--- src/rtl/exec_pkg.sv ---
`default_nettype none
// exec_pkg: shared encodings and EX/MEM buffer layout for the multi-cycle execute stage.
package exec_pkg;

  typedef enum logic [3:0] {
    ALU_SUB   = 4'd0,
    ALU_ADD   = 4'd1,
    ALU_AND   = 4'd2,
    ALU_OR    = 4'd3,
    ALU_CMP   = 4'd4,
    ALU_XOR   = 4'd5,
    ALU_SLL   = 4'd6,
    ALU_SRL   = 4'd7,
    ALU_SRA   = 4'd8,
    ALU_MUL   = 4'd9,
    ALU_PASSB = 4'd10
  } alu_op_e;

  typedef enum logic [1:0] {
    FWD_REG     = 2'b00,
    FWD_MEM     = 2'b01,
    FWD_WB      = 2'b10,
    FWD_REG_ALT = 2'b11
  } fwd_sel_e;

  typedef enum logic [1:0] {
    ST_IDLE = 2'd0,
    ST_MUL  = 2'd1,
    ST_DONE = 2'd2
  } state_e;

  // Control/flag bits sit right above ra, relative to off_ctl().
  localparam int CTL_REG_WRITE  = 0;
  localparam int CTL_MEM_TO_REG = 1;
  localparam int CTL_MEM_WRITE  = 2;
  localparam int CTL_BRANCH     = 3;
  localparam int CTL_NEG        = 4;
  localparam int CTL_ZERO       = 5;
  localparam int OP_TYPE_W      = 2;

  function automatic int off_rd3();                     return 0;                    endfunction
  function automatic int off_rc (int n);                return n;                    endfunction
  function automatic int off_rb (int n, int rw);        return n + rw;               endfunction
  function automatic int off_ra (int n, int rw);        return n + 2*rw;             endfunction
  function automatic int off_ctl(int n, int rw);        return n + 3*rw;             endfunction
  function automatic int off_alu(int n, int rw);        return n + 3*rw + 6;         endfunction
  function automatic int off_opc(int n, int rw);        return 2*n + 3*rw + 6;       endfunction
  function automatic int off_opt(int n, int rw, int w); return 2*n + 3*rw + 6 + w;   endfunction
  function automatic int buf_width(int n, int rw, int w); return 2*n + 3*rw + w + 8; endfunction

endpackage
`default_nettype wire

--- src/rtl/exec_mul_iter.sv ---
`default_nettype none
// exec_mul_iter: N-cycle shift-add multiplier keeping the low N bits of a*b.
module exec_mul_iter #(
  parameter int N = 4
) (
  input  logic         clk,
  input  logic         rst,
  input  logic         en,
  input  logic         clear,
  input  logic         start,
  input  logic [N-1:0] a,
  input  logic [N-1:0] b,
  output logic         busy,
  output logic         done,
  output logic [N-1:0] product
);

  localparam int CW = $clog2(N + 1);

  logic [CW-1:0] cnt;
  logic [N-1:0]  acc;
  logic [N-1:0]  mcand;
  logic [N-1:0]  mplier;

  always_ff @(posedge clk or negedge rst) begin
    if (!rst) begin
      cnt    <= '0;
      acc    <= '0;
      mcand  <= '0;
      mplier <= '0;
    end else if (en) begin
      if (clear) begin
        cnt <= '0;
      end else if (start) begin
        cnt    <= CW'(N);
        acc    <= '0;
        mcand  <= a;
        mplier <= b;
      end else if (busy) begin
        if (mplier[0]) acc <= acc + mcand;
        mcand  <= mcand << 1;
        mplier <= mplier >> 1;
        cnt    <= cnt - CW'(1);
      end
    end
  end

  assign busy    = (cnt != '0);
  // done flags the final iteration: product is complete after this edge.
  assign done    = (cnt == CW'(1));
  assign product = acc;

endmodule
`default_nettype wire

--- src/rtl/exec_stage_mc.sv ---
`default_nettype none
// exec_stage_mc: execute stage with forwarding muxes, single-cycle ALU, iterative MUL
// and a valid/ready EX/MEM output register.
module exec_stage_mc
  import exec_pkg::*;
#(
  parameter  int N   = 4,
  parameter  int RW  = 4,
  parameter  int OPW = 2,
  localparam int BW  = buf_width(N, RW, OPW)
) (
  input  logic           clk,
  input  logic           rst,
  input  logic           en,
  input  logic           flush,
  input  logic           in_valid,
  output logic           in_ready,
  input  logic [N-1:0]   rd1,
  input  logic [N-1:0]   rd2,
  input  logic [N-1:0]   rd3,
  input  logic [N-1:0]   pc,
  input  logic [N-1:0]   imm,
  input  logic [N-1:0]   fwd_mem,
  input  logic [N-1:0]   fwd_wb,
  input  logic [1:0]     fa,
  input  logic [1:0]     fb,
  input  logic           imm_src,
  input  logic           branch_flag,
  input  logic [3:0]     alu_control,
  input  logic [RW-1:0]  ra,
  input  logic [RW-1:0]  rb,
  input  logic [RW-1:0]  rc,
  input  logic           reg_write,
  input  logic           mem_to_reg,
  input  logic           mem_write,
  input  logic [1:0]     op_type,
  input  logic [OPW-1:0] op_code,
  output logic           out_valid,
  input  logic           out_ready,
  output logic [BW-1:0]  buffer_out
);

  localparam int SW    = $clog2(N);
  localparam int O_RD3 = off_rd3();
  localparam int O_RC  = off_rc(N);
  localparam int O_RB  = off_rb(N, RW);
  localparam int O_RA  = off_ra(N, RW);
  localparam int O_CTL = off_ctl(N, RW);
  localparam int O_ALU = off_alu(N, RW);
  localparam int O_OPC = off_opc(N, RW);
  localparam int O_OPT = off_opt(N, RW, OPW);

  logic [N-1:0]  a_fwd, b_fwd, op_a, op_b, alu_y, mul_product;
  logic [SW-1:0] shamt;
  logic [BW-1:0] in_word, held;
  logic          slot_free, is_mul, accept, mul_start, done_load, mul_busy, mul_done;
  state_e        state, state_nx;

  always_comb begin
    case (fa)
      FWD_MEM: a_fwd = fwd_mem;
      FWD_WB:  a_fwd = fwd_wb;
      default: a_fwd = rd1;
    endcase
    case (fb)
      FWD_MEM: b_fwd = fwd_mem;
      FWD_WB:  b_fwd = fwd_wb;
      default: b_fwd = rd2;
    endcase
  end

  assign op_a  = branch_flag ? pc  : a_fwd;
  assign op_b  = imm_src     ? imm : b_fwd;
  assign shamt = op_b[SW-1:0];

  // MUL is produced by the iterative unit; the combinational path yields 0 for it.
  always_comb begin
    alu_y = '0;
    case (alu_control)
      ALU_SUB, ALU_CMP: alu_y = op_a - op_b;
      ALU_ADD:          alu_y = op_a + op_b;
      ALU_AND:          alu_y = op_a & op_b;
      ALU_OR:           alu_y = op_a | op_b;
      ALU_XOR:          alu_y = op_a ^ op_b;
      ALU_SLL:          alu_y = op_a << shamt;
      ALU_SRL:          alu_y = op_a >> shamt;
      ALU_SRA:          alu_y = $signed(op_a) >>> shamt;
      ALU_PASSB:        alu_y = op_b;
      default:          alu_y = '0;
    endcase
  end

  always_comb begin
    in_word                        = '0;
    in_word[O_RD3 +: N]            = rd3;
    in_word[O_RC  +: RW]           = rc;
    in_word[O_RB  +: RW]           = rb;
    in_word[O_RA  +: RW]           = ra;
    in_word[O_CTL+CTL_REG_WRITE]   = reg_write;
    in_word[O_CTL+CTL_MEM_TO_REG]  = mem_to_reg;
    in_word[O_CTL+CTL_MEM_WRITE]   = mem_write;
    in_word[O_CTL+CTL_BRANCH]      = branch_flag;
    in_word[O_OPC +: OPW]          = op_code;
    in_word[O_OPT +: OP_TYPE_W]    = op_type;
  end

  function automatic logic [BW-1:0] with_result(input logic [BW-1:0] base, input logic [N-1:0] y);
    logic [BW-1:0] w;
    w                   = base;
    w[O_ALU +: N]       = y;
    w[O_CTL+CTL_ZERO]   = (y == '0);
    w[O_CTL+CTL_NEG]    = y[N-1];
    return w;
  endfunction

  assign slot_free = !out_valid || out_ready;
  assign is_mul    = (alu_control == ALU_MUL);

  always_comb begin
    state_nx  = state;
    in_ready  = en && (state == ST_IDLE) && slot_free;
    accept    = in_valid && in_ready && !flush;
    mul_start = 1'b0;
    done_load = 1'b0;
    if (en) begin
      if (flush) begin
        state_nx = ST_IDLE;
      end else begin
        case (state)
          ST_IDLE: if (accept && is_mul) begin
            state_nx  = ST_MUL;
            mul_start = 1'b1;
          end
          ST_MUL: begin
            if (!mul_busy)     state_nx = ST_IDLE;
            else if (mul_done) state_nx = ST_DONE;
          end
          ST_DONE: if (slot_free) begin
            state_nx  = ST_IDLE;
            done_load = 1'b1;
          end
          default: state_nx = ST_IDLE;
        endcase
      end
    end
  end

  always_ff @(posedge clk or negedge rst) begin
    if (!rst) state <= ST_IDLE;
    else      state <= state_nx;
  end

  exec_mul_iter #(.N(N)) u_mul (
    .clk     (clk),
    .rst     (rst),
    .en      (en),
    .clear   (flush),
    .start   (mul_start),
    .a       (op_a),
    .b       (op_b),
    .busy    (mul_busy),
    .done    (mul_done),
    .product (mul_product)
  );

  // Flush drops the slot but leaves buffer_out as it was.
  always_ff @(posedge clk or negedge rst) begin
    if (!rst) begin
      out_valid  <= 1'b0;
      buffer_out <= '0;
      held       <= '0;
    end else if (en && flush) begin
      out_valid <= 1'b0;
    end else if (en) begin
      if (accept && !is_mul) begin
        buffer_out <= with_result(in_word, alu_y);
        out_valid  <= 1'b1;
      end else if (done_load) begin
        buffer_out <= with_result(held, mul_product);
        out_valid  <= 1'b1;
      end else if (out_ready) begin
        out_valid <= 1'b0;
      end
      if (mul_start) held <= in_word;
    end
  end

endmodule
`default_nettype wire
--- config.mk ---
export PLATFORM = sky130hd
export DESIGN_NAME = exec_stage_mc
export DESIGN_NICKNAME = d
export VERILOG_FILES = /design/src/rtl/exec_pkg.sv /design/src/rtl/exec_mul_iter.sv /design/src/rtl/exec_stage_mc.sv
export SDC_FILE = /design/constraint.sdc
export NUM_CORES = 1
export LEC_CHECK = 0
export CELL_PAD_IN_SITES_DETAIL_PLACEMENT = 0
export CELL_PAD_IN_SITES_GLOBAL_PLACEMENT = 2
export CORE_MARGIN = 3
export CORE_UTILIZATION = 41
export DETAILED_ROUTE_END_ITERATION = 10
export DONT_BUFFER_PORTS = 1
export PLACE_DENSITY_LB_ADDON = 0.1
export SYNTH_ARGS = -nofsm -noshare
export SYNTH_HDL_FRONTEND = slang
export SYNTH_SLANG_ARGS = --single-unit
--- constraint.sdc ---
create_clock -name clk -period 3.4 [get_ports clk]
set_input_delay 0.51 -clock clk [delete_from_list [all_inputs] [get_ports clk]]
set_output_delay 0.51 -clock clk [all_outputs]
set_load 0.005 [all_outputs]
* Word-level counts from Yosys, hierarchy flattened
Index checks and enable logic that the tools add are counted. Widths: inputs -> output; s select.
Operators by class: add/subtract/negate cells 4, equality and inequality tests 20, shift-type cells 3, mux-type cells 36, bitwise logic cells 5, reductions and logical operators 30
Operators with widths (number):
- $mux 30 | 2
- $mux 4 | 9
- $pmux 4 s9 | 1
- $eq 4x3->1 const B | 4
- $pmux 4 s2 | 2
- $mux 1 | 13
- $eq 4x4->1 const B | 3
- $logic_not 4->1 | 3
- $mux 2 | 5
- $mux 3 | 3
- $reduce_and 3->1 | 3
- $add 4x4->4 | 2
- $eq 4x2->1 const B | 2
- $reduce_and 4->1 | 2
- $reduce_bool 2->1 | 4
- $logic_and 1x1->1 | 7
- $eq 2x1->1 const B | 3
- $eq 2x2->1 const B | 3
- $pmux 2 s3 | 1
- $reduce_bool 3->1 | 2
- $and 4x4->4 | 1
- $eq 4x1->1 const B | 1
- $ne 4x4->1 const B | 1
- $or 4x4->4 | 1
- 16 further kinds | 20
Storage, ports and cells: bits in registers 72, output and inout port bits 32, logic and storage cells 106

* Depth between registers and ports, before layout
Gate-level depths: netlist (run 1).
depth after elaboration 12, mapped depth 17, gate-level depth less buffers 17

* Modules after synthesis
A second synthesis (run 1) with hierarchy kept.
Second synthesis, totals: cells, all modules 440, area, all modules 4414.2 um2
By module, submodules not included:
- exec_stage_mc | times used 1, cells an instance 354, area each 3524.6 um2, seq. area each 1401.3 um2
- exec_mul_iter | times used 1, cells an instance 86, area each 889.6 um2, seq. area each 375.4 um2

* Worst setup path before layout (run 1)
OpenSTA, ideal clock, no wires.
kind input-to-reg, start point input fb[0], end point register buffer_out[23], library setup time 0.125 ns, arrival time 3.558 ns, data required time 3.275 ns, slack -0.282 ns, cell stages on the path 17, cell sequence inv_1 ha_1 nor2b_1 o31ai_4 inv_2 ha_1 nor2_1 a21oi_1 inv_1 fa_1 nor2_1 a31oi_1 nor3_1 a221o_1 nor3_1 o21ai_0 mux2_2
Between the ends: cells in the longest elaborated chain, start to end 6, elaborated cells on any way between the ends 14
RTL lines:
- from (decl) | RTL line exec_stage_mc.sv:26 | input logic [1:0] fb,
- $eq 2x2->1 / $eq 2x1->1 (equally long branches) | RTL line exec_stage_mc.sv:65 | case (fb)
- $pmux 4 s2 (*) | RTL line exec_stage_mc.sv:65
- $mux 4 (*) | RTL line exec_stage_mc.sv:73 | assign op_b = imm_src ? imm : b_fwd;
- $add 4x4->4 (tied with other cells) | RTL line exec_stage_mc.sv:81 | ALU_ADD: alu_y = op_a + op_b;
- $pmux 4 s9 (*) | RTL line exec_stage_mc.sv:79 | case (alu_control)
- $mux 30 (*) | RTL line exec_stage_mc.sv:175 | if (accept && !is_mul) begin
- to (signal assigned) | RTL line exec_stage_mc.sv:176 | buffer_out <= with_result(in_word, alu_y);
- to (signal assigned) | RTL line exec_stage_mc.sv:179 | buffer_out <= with_result(held, mul_product);
- to (decl) | RTL line exec_stage_mc.sv:40 | output logic [BW-1:0] buffer_out
Every way passes the cells marked *; elsewhere a longest branch is shown, timed or not. A chain may end at the register's enable or synchronous reset.

* Worst setup path after layout (run 1)
start point input fb[1], end point register buffer_out[23]
The elaborated chain is that of the path after synthesis.

==> results of run 1 <==
logic make-up after synthesis:
| group | after synthesis | synth area share (%) |
|---|---|---|
| flops | 71 | 41.5 |
| xor+xnor | 7 | 1.43 |
| mux | 29 | 6.87 |
| fa+ha+maj | 24 | 7.36 |
| simple gates | 196 | 20.2 |
| compound gates | 111 | 17.6 |
| buf+inv | 52 | 5.03 |
through the flow:
stage / cells / worst slack (ps)
global placement: 614 / -20.7
finish: 631 / 267
global route: 631 / 32.9
floorplan: 490 / -148
detailed placement: 614 / -117
CTS: 631 / 269
worst max-delay path: cells and delay by family:
kind                     cells  cell delay, ps
AND/OR/NAND/NOR              5             500
AO/OA/AOI/OAI                5             940
multiplexers                 1             260
buffers and inverters        2             170
adder cells (fa/ha/maj)      3            1000
sequential cells by signal, indices dropped and copies added, names as in the netlist:
signal,cells
u_mul.mplier,4
u_mul.mcand,4
buffer_out,29
state,2
held,24
out_valid,1
u_mul.cnt,3
u_mul.product,4
timing repair:
action / 4_1_cts / 5_1_grt
hold buffers: 1 / 0
resized for setup: 0 / 0
endpoints found under the hold margin: 71 / 0
cell usage in the layout (no fill, tap or decap), drive strengths merged, types with 4 or more instances in the layout:
cell type / n
o31ai: 5
a211oi: 5
mux2i: 26
o22ai: 4
buf: 19
xnor2: 4
a21oi: 9
o21ai: 48
inv: 26
nor3: 6
dfrtp: 71
nor2: 23
a221oi: 9
a31oi: 5
ha: 22
nand2: 136
a22oi: 4
clkbuf: 9
a21o: 4
nor2b: 7
nor3b: 4
report_power, final:
group | switching (mW) | internal, mW
clock | 0.326 | 0.490
sequential | 0.121 | 0.989
combinational | 0.321 | 0.262
layout make-up:
type	count	area [um^2]	area share, %
Multi-Input combinational cell	367	2360	49.0
Sequential cell	71	1780	36.9
Timing Repair Buffer	19	175	3.63
Tap cell	133	166	3.45
Clock buffer	9	124	2.57
Clock inverter	7	120	2.49
Inverter	25	96.3	2.00
cell usage after synthesis (3+ instances only):
library cell,count,area share [%]
a21oi_1,9,1.1
a32o_1,3,0.70
o22ai_1,4,0.58
ha_1,22,6.4
o31ai_1,3,0.53
dfrtp_1,71,41
clkbuf_1,16,1.4
a31oi_1,5,0.73
nand2_1,136,12
o32ai_1,3,0.61
nor3b_1,4,0.70
xnor2_1,4,0.82
a21o_1,4,0.70
a211oi_1,4,0.70
o21ai_0,47,5.5
buf_2,7,0.82
mux2_2,3,0.79
a221oi_1,8,1.6
nor2b_1,7,1.0
nand2b_1,3,0.44
nor3_1,6,0.70
a22oi_1,4,0.70
mux2i_1,26,6.1
and2_1,3,0.44
xor2_1,3,0.61
inv_1,23,2.0
nor2_1,23,2.0
worst min-delay path by stage:
| stage | start | end | cells after the start |
|---|---|---|---|
| after floorplan | rst | buffer_out[0]$_DFFE_PN0P_ | 0 |
| after global placement | rst | buffer_out[21]$_DFFE_PN0P_ | 0 |
| after detailed placement | rst | buffer_out[24]$_DFFE_PN0P_ | 0 |
| after CTS | rst | buffer_out[22]$_DFFE_PN0P_ | 1 |
| after global routing | rst | buffer_out[22]$_DFFE_PN0P_ | 1 |
| final | rst | buffer_out[22]$_DFFE_PN0P_ | 1 |
metal layers:
layer / vias to the layer above / track usage, % / wire length, um
met1: 1656 / 25.9 / 4840
met3: 10 / 6.87 / 736
met4: 0 / 3.88 / 98
li1: 1699 / - / -
met2: 81 / 30.9 / 5070
met5: - / 0 / 0
==> results.md, run 1 <==
* Post-Route Utilization at 48.4%
* Std-Cell Rows at 36
* Max-slew violation count at 0
* Power per cell area at 520 nW/um^2
* Yosys cell types at 61
* TritonRoute pass-1 iters at 4
* EDFF count, synth at 0
* Setup TNS at 0 ps
* WS Path Type: input port to register
* Net count, final at 580
* N_diodes at 0
* # setup viols final at 0
* Clock root cell: clkbuf_8
* Critical Path Fanout Max at 5
* Starting Density at 43.0%
* R2r endpoint: buffer_out[21]$_DFFE_PN0P_
* Clk buf depth at 2
* Fmax at 0.319 GHz
* Largest net degree at the start of global routing at 72
* Vias in the first global route at 3,547
* Maximum VDD drop at 248 uV
* CTS clk-pin slew, worst paths at 80 ps
* Clock sinks at 71
* Die Span X at 108 um
* Die height at 108 um
* Critical Path Sink Type: register
* # port buffers at 0
* Synthesized cell area at 4280 um^2
* Flops & latches, synth at 71
* Share of the yosys chip area belonging to registers at 41.5%
* Core Box Area at 9950 um^2
* Async S/R FF share, synth at 100%
* Cells on worst reg2reg path at 7
* I/O pin count at 95
* Final Cycle Share at 92.1%
* Hold slack at 34.4 ps
* Syn Area/Cell at 8.74 um^2
* Gr ovfl total at 0
* Initial drt markers at 195
* Worst Max-Slew Pin Slew at 835 ps
* Antenna Nets Post-Route at 0
* Worst setup SP type: input port
* Max_slew headroom at 43.6%
* DR vias/cell at 5.46
* CP max stage cell: fa_1
* Antenna violations before repair at 0
* Yosys warnings at 0
* Endpoints failing hold at 0
* Fraction of layout cells with a size suffix above 1 at 11.2%
* Clk_lat worst skew at 340 ps
* Total GRT Usage at 19.5%
* GP Congestion at 0.843
* TritonCTS buffer count at 9
* HP Class: input port to async pin
* R2r startpoint: state[1]$_DFFE_PN0P_
* Min Tclk post-route at 3130 ps
* R2R setup slack at 860 ps
* Crit path required time at 3640 ps
* RSZ-0062 raised after global routing: no
* Final WL at 10.7 mm
* Synthesized Nets at 577
* H-tree depth at 3
* Residual DRC count at 0
* Vias at 3,446
* Die area at 11,700 um^2
* Fillers at 996
* Critical Path Sink: buffer_out[23]$_DFFE_PN0P_
* WP data arrival at 3370 ps
* Area post-placement at 4550 um^2
* Final Cell Area at 4820 um^2
* Clock skew at 10.4 ps
* CP peak stage delay at 510 ps
* First-pass GRT wire length at 17.8 mm
* Post-DP HPWL at 7.71 mm
* CP cell instances: ha_4 -> nor2b_4 -> o31ai_4 -> inv_2 -> ha_4 -> nor2_1 -> a21oi_1 -> inv_1 -> fa_1 -> nor2_1 -> a31oi_1 -> nor3_1 -> a221o_1 -> nor3_2 -> o21ai_1 -> mux2_2
* Layout area overhead at 12.6%
* Post-CTS Setup Bufs at 0
* Ys flop type: dfrtp_1
* Status: finished, final reports clean
* Cell count after synthesis at 490
* Setup crit start: fb[1]
* Leakage at 2.20 nW
* Maxcap violations at 0
* WL/cell at 17.0 um
* Total power at 2.51 mW
* TritonCTS clock tree: built
(Power assumes the default switching activity.)
==> run 2: changes to the inputs <==
- CAP_MARGIN: default -> 30
==> results of run 2 <==
Same layout as run 1: the final DEF is identical, and so are final timing and power.
==> edit 1: new RTL, flow settings as in run 2 <==
Encoding of `state_e`: now one-hot (3 bits for 3 states).
--- a/src/rtl/exec_pkg.sv
+++ b/src/rtl/exec_pkg.sv
@@ -24,8 +24,8 @@
   } fwd_sel_e;
 
-  typedef enum logic [1:0] {
-    ST_IDLE = 2'd0,
-    ST_MUL  = 2'd1,
-    ST_DONE = 2'd2
+  typedef enum logic [2:0] {
+    ST_IDLE = 3'b001,
+    ST_MUL  = 3'b010,
+    ST_DONE = 3'b100
   } state_e;
 
Check against the original RTL: no difference found for any inputs over 4 cycles, from zero or initial values and one cycle with rst low; so few cycles prove little.
==> edit 1 against run 2 <==
Cell area up 0.39%; combinational power is 12% higher; power up 3.0%; worst setup slack lost 0.015 ns; wire length grew 4.9%; sequential cell count is 1 higher; clock power decreased by 13%; area after synthesis increased by 1.3%.
==> edit 1: results (changes against run 2) <==
run status finished clean; placed cells 653 (+6.4%); met2 WL 5320 um (+4.9%); Clock Tree Buf Depth 2 (unchanged); ratio of cells with drive above 1 in the final layout 11.0% (-0.24 points); # nets final 619 (+6.7%); H-Tree Depth 3 (unchanged); vias per cell 5.36 (-1.9%); drt pass-1 iters 4 (unchanged); diode count 0 (unchanged); Synth async-reset ratio 100% (unchanged); WL/cell 16.8 um (-1.1%); worst skew pair latency 0.35 ns; Root Buffer clkbuf_8; DPL Wire Length 8030 um (+4.1%); Final Hold Slack 0.0419 ns (+0.00753 ns); r2r startpoint state[0]$_DFFE_PN1P_; Tot GR Track Use 19.9% (+0.42 points); length in cells of the worst reg-to-reg path 6 (-1); Highest Signal Layer met4; VDD IR-drop max 0.000265 V (+6.8%); top flop regs buffer_out: 29 flops, held: 24 flops; worst slew pin tran 0.778 ns (-0.0566 ns); vias in the first global route 3,593 (+1.3%); Data arrival, critical path 3.38 ns (about the same); maximum fanout along the worst path 8 (+3); Crit-path slowest cell fa_2; Slew Viols, Final 0 (unchanged); met1 wire length 5020 um (+3.6%); r2r setup slk 0.85 ns; routed wl met3 782 um (+6.3%); # Post-CTS Setup Buffers 0 (unchanged); initial antenna violation count 0 (unchanged); Post-synth top cells nand2_1, dfrtp_1, nor2_1; IO Port Bufs 0 (unchanged); largest cells by area after synthesis dfrtp_1, nand2_1, ha_1; CTS Buf Count 9 (unchanged); YS warnings 0 (unchanged); leakage power 0.00215 uW (-2.0%); Yosys cell types 58 (-4.9%); FF-to-FF End u_mul.product[0]$_DFFE_PN0P_; Post-DP Area 4600 sq um (+1.2%); Synth Flop Type dfrtp_1; Worst-path clk slew 0.07 ns; Final Skew 0.00621 ns (-0.00417 ns); largest stage delay on the critical path 0.54 ns (+0.03 ns); largest net degree at the start of global routing 73 (+1.4%); sequential-to-total area share from yosys stat 41.6% (+0.055 points); synthesized net count 614 (+6.4%); flop and latch count out of synthesis 72 (+1.4%); Synth Instances 527 (+7.6%); Post-Route WL 11,300 um (+4.9%); gp weighted congestion 0.868 (+3.0%); first-pass GRT wire length 18,300 um (+2.7%); initial drt markers 259 (+33%); worst hold path type input pin to asynchronous set/reset pin
-- edit 1: cell count changes after synthesis, sizes merged, moves of 5 or more --
cell / delta
nor2: +24
o21ai: -23
a21oi: +7
clkbuf: +6
a31oi: +20
mux2i: -22
nand2: +13
nand3: +5
-- edit 1: per-stage QoR --
step / worst slack (ns) / setup TNS (ns)
2_1_floorplan: -0.0851 / -0.222
3_3_place_gp: -0.0293 / -0.0377
3_5_place_dp: -0.0769 / -0.206
4_1_cts: 0.300 / 0
5_1_grt: 0.0653 / 0
6_report: 0.252 / 0
-- edit 1: metal layers --
layer  GRT usage (%)  vias up
met5               0        -
met4            8.57        0
met3            4.68       11
met2            31.9      103
met1            25.6     1664
li1                -     1807
-- edit 1: timing repair --
| action | in CTS | in global routing |
|---|---|---|
| setup endpoints to repair | 0 | 0 |
| hold buffers | 1 | 0 |
| hold endpoints to repair | 72 | 0 |
| gates resized for setup | 0 | 0 |
-- edit 1: critical path, delay by kind of cell --
| kind | cells | cell delay [ns] |
|---|---|---|
| adders and majority gates | 3 | 1.10 |
| AOI/OAI and AO/OA | 7 | 1.09 |
| and+or+nand+nor | 2 | 0.30 |
| muxes | 1 | 0.27 |
| buffers and inverters | 2 | 0.11 |
-- edit 1: worst max path at each step --
stage / startpoint / end / slack [ns] / depth (start not counted)
floorplan: fb[1] / buffer_out[21]$_DFFE_PN0P_ / -0.09 / 16
global placement: fb[0] / buffer_out[24]$_DFFE_PN0P_ / -0.03 / 16
detailed placement: fb[0] / buffer_out[23]$_DFFE_PN0P_ / -0.08 / 15
CTS: fb[0] / buffer_out[23]$_DFFE_PN0P_ / 0.30 / 15
global route: fb[1] / buffer_out[23]$_DFFE_PN0P_ / 0.07 / 16
finish: fb[0] / buffer_out[23]$_DFFE_PN0P_ / 0.25 / 15
-- edit 1: layout make-up --
| cell class | instances | area, sq um |
|---|---|---|
| Inverter | 28 | 108 |
| Multi-Input combinational cell | 398 | 2360 |
| Clock inverter | 2 | 37.5 |
| Tap cell | 133 | 166 |
| Fill cell | 978 | 5210 |
| Sequential cell | 72 | 1800 |
| Timing Repair Buffer | 23 | 193 |
| Clock buffer | 13 | 169 |
-- edit 1: kinds of logic (layout without fill, tap and decap cells) --
logic type,count (synthesis),count (layout),share of synthesized area [%]
simple gates,246,246,24.7
compound gates,115,115,18.4
flops,72,72,41.6
buf+inv,57,66,5.13
fa+ha+maj,24,24,7.27
mux,7,7,1.70
xor+xnor,6,6,1.21
-- edit 1: where the power goes --
group          leakage (uW)  internal, uW  switching (uW)  total (uW)
clock              0.000102           396             309         705
sequential         0.000930          1060             167        1230
combinational       0.00112           295             358         653
==> edit 2: new RTL, flow settings as in run 2 <==
Made on the original files. `RW`: 4 -> 2.
--- a/src/rtl/exec_stage_mc.sv
+++ b/src/rtl/exec_stage_mc.sv
@@ -6,5 +6,5 @@
 #(
   parameter  int N   = 4,
-  parameter  int RW  = 4,
+  parameter  int RW  = 2,
   parameter  int OPW = 2,
   localparam int BW  = buf_width(N, RW, OPW)
Ports: changed (resized buffer_out, ra, rb and rc); port bits go from 95 to 83. The function was not compared with the original's and may differ.
==> edit 2 against run 2 <==
Maximum frequency decreased by 2.6%; sequential share of layout area decreased by 2.8 points; clock skew decreased by 0.00090 ns; sequential cell count decreased by 12; power decreased by 15%; synthesized cell count decreased by 8.8%; first-iteration DRC count decreased by 42%; wire length decreased by 14%; cell area decreased by 10%; worst setup slack got worse by 0.083 ns; count of clock-buffer cells in the layout unchanged; area after synthesis decreased by 10%.
==> edit 2: results (changes against run 2) <==
drt pass-1 iters 4 (unchanged); worst slew pin tran 0.504 ns (-0.331 ns); Post-Route WL 9270 um (-14%); placed cells 556 (-9.4%); largest stage delay on the critical path 0.35 ns (-0.16 ns); Synth Flop Type dfrtp_1; Final Skew 0.00948 ns (-0.000905 ns); area occupied by multi-input gates 2230 sq um (-5.7%); Post-DP Area 4100 sq um (-9.8%); met2 WL 4430 um (-13%); sequential-to-total area share from yosys stat 38.4% (-3.1 points); Highest Signal Layer met4; first-pass GRT wire length 15,300 um (-14%); maximum fanout along the worst path 4 (-1); critical path's top delay family compound AO/OA/AOI/OAI gates; Crit-path slowest cell fa_2; initial drt markers 114 (-42%); final cell count without fillers 573 (-9.2%); IO Port Bufs 0 (unchanged); pre-CTS setup slack -0.220 ns (-0.104 ns); top flop regs buffer_out: 23 flops, held: 18 flops; VDD IR-drop max 0.000210 V (-15%); ratio of cells with drive above 1 in the final layout 13.8% (+2.5 points); routed wl met3 663 um (-9.9%); Root Buffer clkbuf_8; gp weighted congestion 0.854 (+1.2%); Worst-path clk slew 0.08 ns (about the same); run status finished clean; largest net degree at the start of global routing 60 (-17%); Yosys cell types 60 (-1.6%); Tot GR Track Use 18.3% (-1.2 points); vias in the first global route 3,055 (-14%); hold_buf cts 1 (unchanged); # nets final 541 (-6.7%); CTS Buf Count 9 (unchanged); Post-synth top cells nand2_1, dfrtp_1, o21ai_0; largest cells by area after synthesis dfrtp_1, nand2_1, ha_1; top-count cell post-synth nand2_1; leakage power 0.00213 uW (-3.1%); YS warnings 0 (unchanged); synthesized area per cell 8.60 sq um (-1.6%); DPL Wire Length 6930 um (-10%); synthesized net count 528 (-8.5%); H-Tree Depth 3 (unchanged); met1 wire length 4030 um (-17%); Synth async-reset ratio 100% (unchanged); initial antenna violation count 0 (unchanged); diode count 0 (unchanged); Data arrival, critical path 3.47 ns (+0.10 ns); vias per cell 5.51 (+0.98%); Fill cells 867 (-13%)
-- edit 2: changes by cell type in the layout (fill, tap and decap cells not counted), moves of 3 or more --
cell / before / now
o21ai_0: 46 / 43
a221oi_1: 8 / 5
buf_4: 17 / 24
mux2i_1: 26 / 21
dfrtp_1: 71 / 59
o32ai_1: 3 / 0
nand3_1: 1 / 5
nand2_1: 136 / 114
-- edit 2: path summary, 6_finish.rpt --
kind	from	endpoint	slack, ns	cells past startpoint
max	fb[0]	buffer_out[15]$_DFFE_PN0P_	0.18	18
min	rst	buffer_out[7]$_DFFE_PN0P_	0.04	1
max reg2reg	out_valid$_DFFE_PN0P_	buffer_out[15]$_DFFE_PN0P_	1.27	8
min reg2reg	held[3]$_DFFE_PN0P_	held[3]$_DFFE_PN0P_	0.48	2
max in group asynchronous	rst	held[4]$_DFFE_PN0P_	3.11	1
min in group clk	mem_to_reg	held[11]$_DFFE_PN0P_	0.27	2
-- edit 2: cell families after synthesis --
| kind of cell | after synthesis | synth area share [%] |
|---|---|---|
| compound gates | 107 | 19.5 |
| xor+xnor | 7 | 1.60 |
| fa+ha+maj | 24 | 8.21 |
| buf+inv | 47 | 5.21 |
| flops | 59 | 38.4 |
| mux | 23 | 6.15 |
| simple gates | 180 | 20.9 |
-- edit 2: where the power goes --
part / switching [uW] / internal, uW
registers: 99.8 / 826
clock network: 287 / 335
logic: 308 / 270
-- edit 2: per-layer routing --
metal  global-route usage, %  vias up
li1                        -     1576
met1                    24.1     1478
met2                    29.4       92
met3                    5.28       14
met4                    4.98        0
met5                       0        -
-- edit 2: final cells by class --
cell class	instances	area share, %
Tap cell	108	3.12
Inverter	24	2.19
Timing Repair Buffer	25	4.79
Multi-Input combinational cell	341	51.4
Sequential cell	59	34.1
Clock inverter	7	1.59
Clock buffer	9	2.86
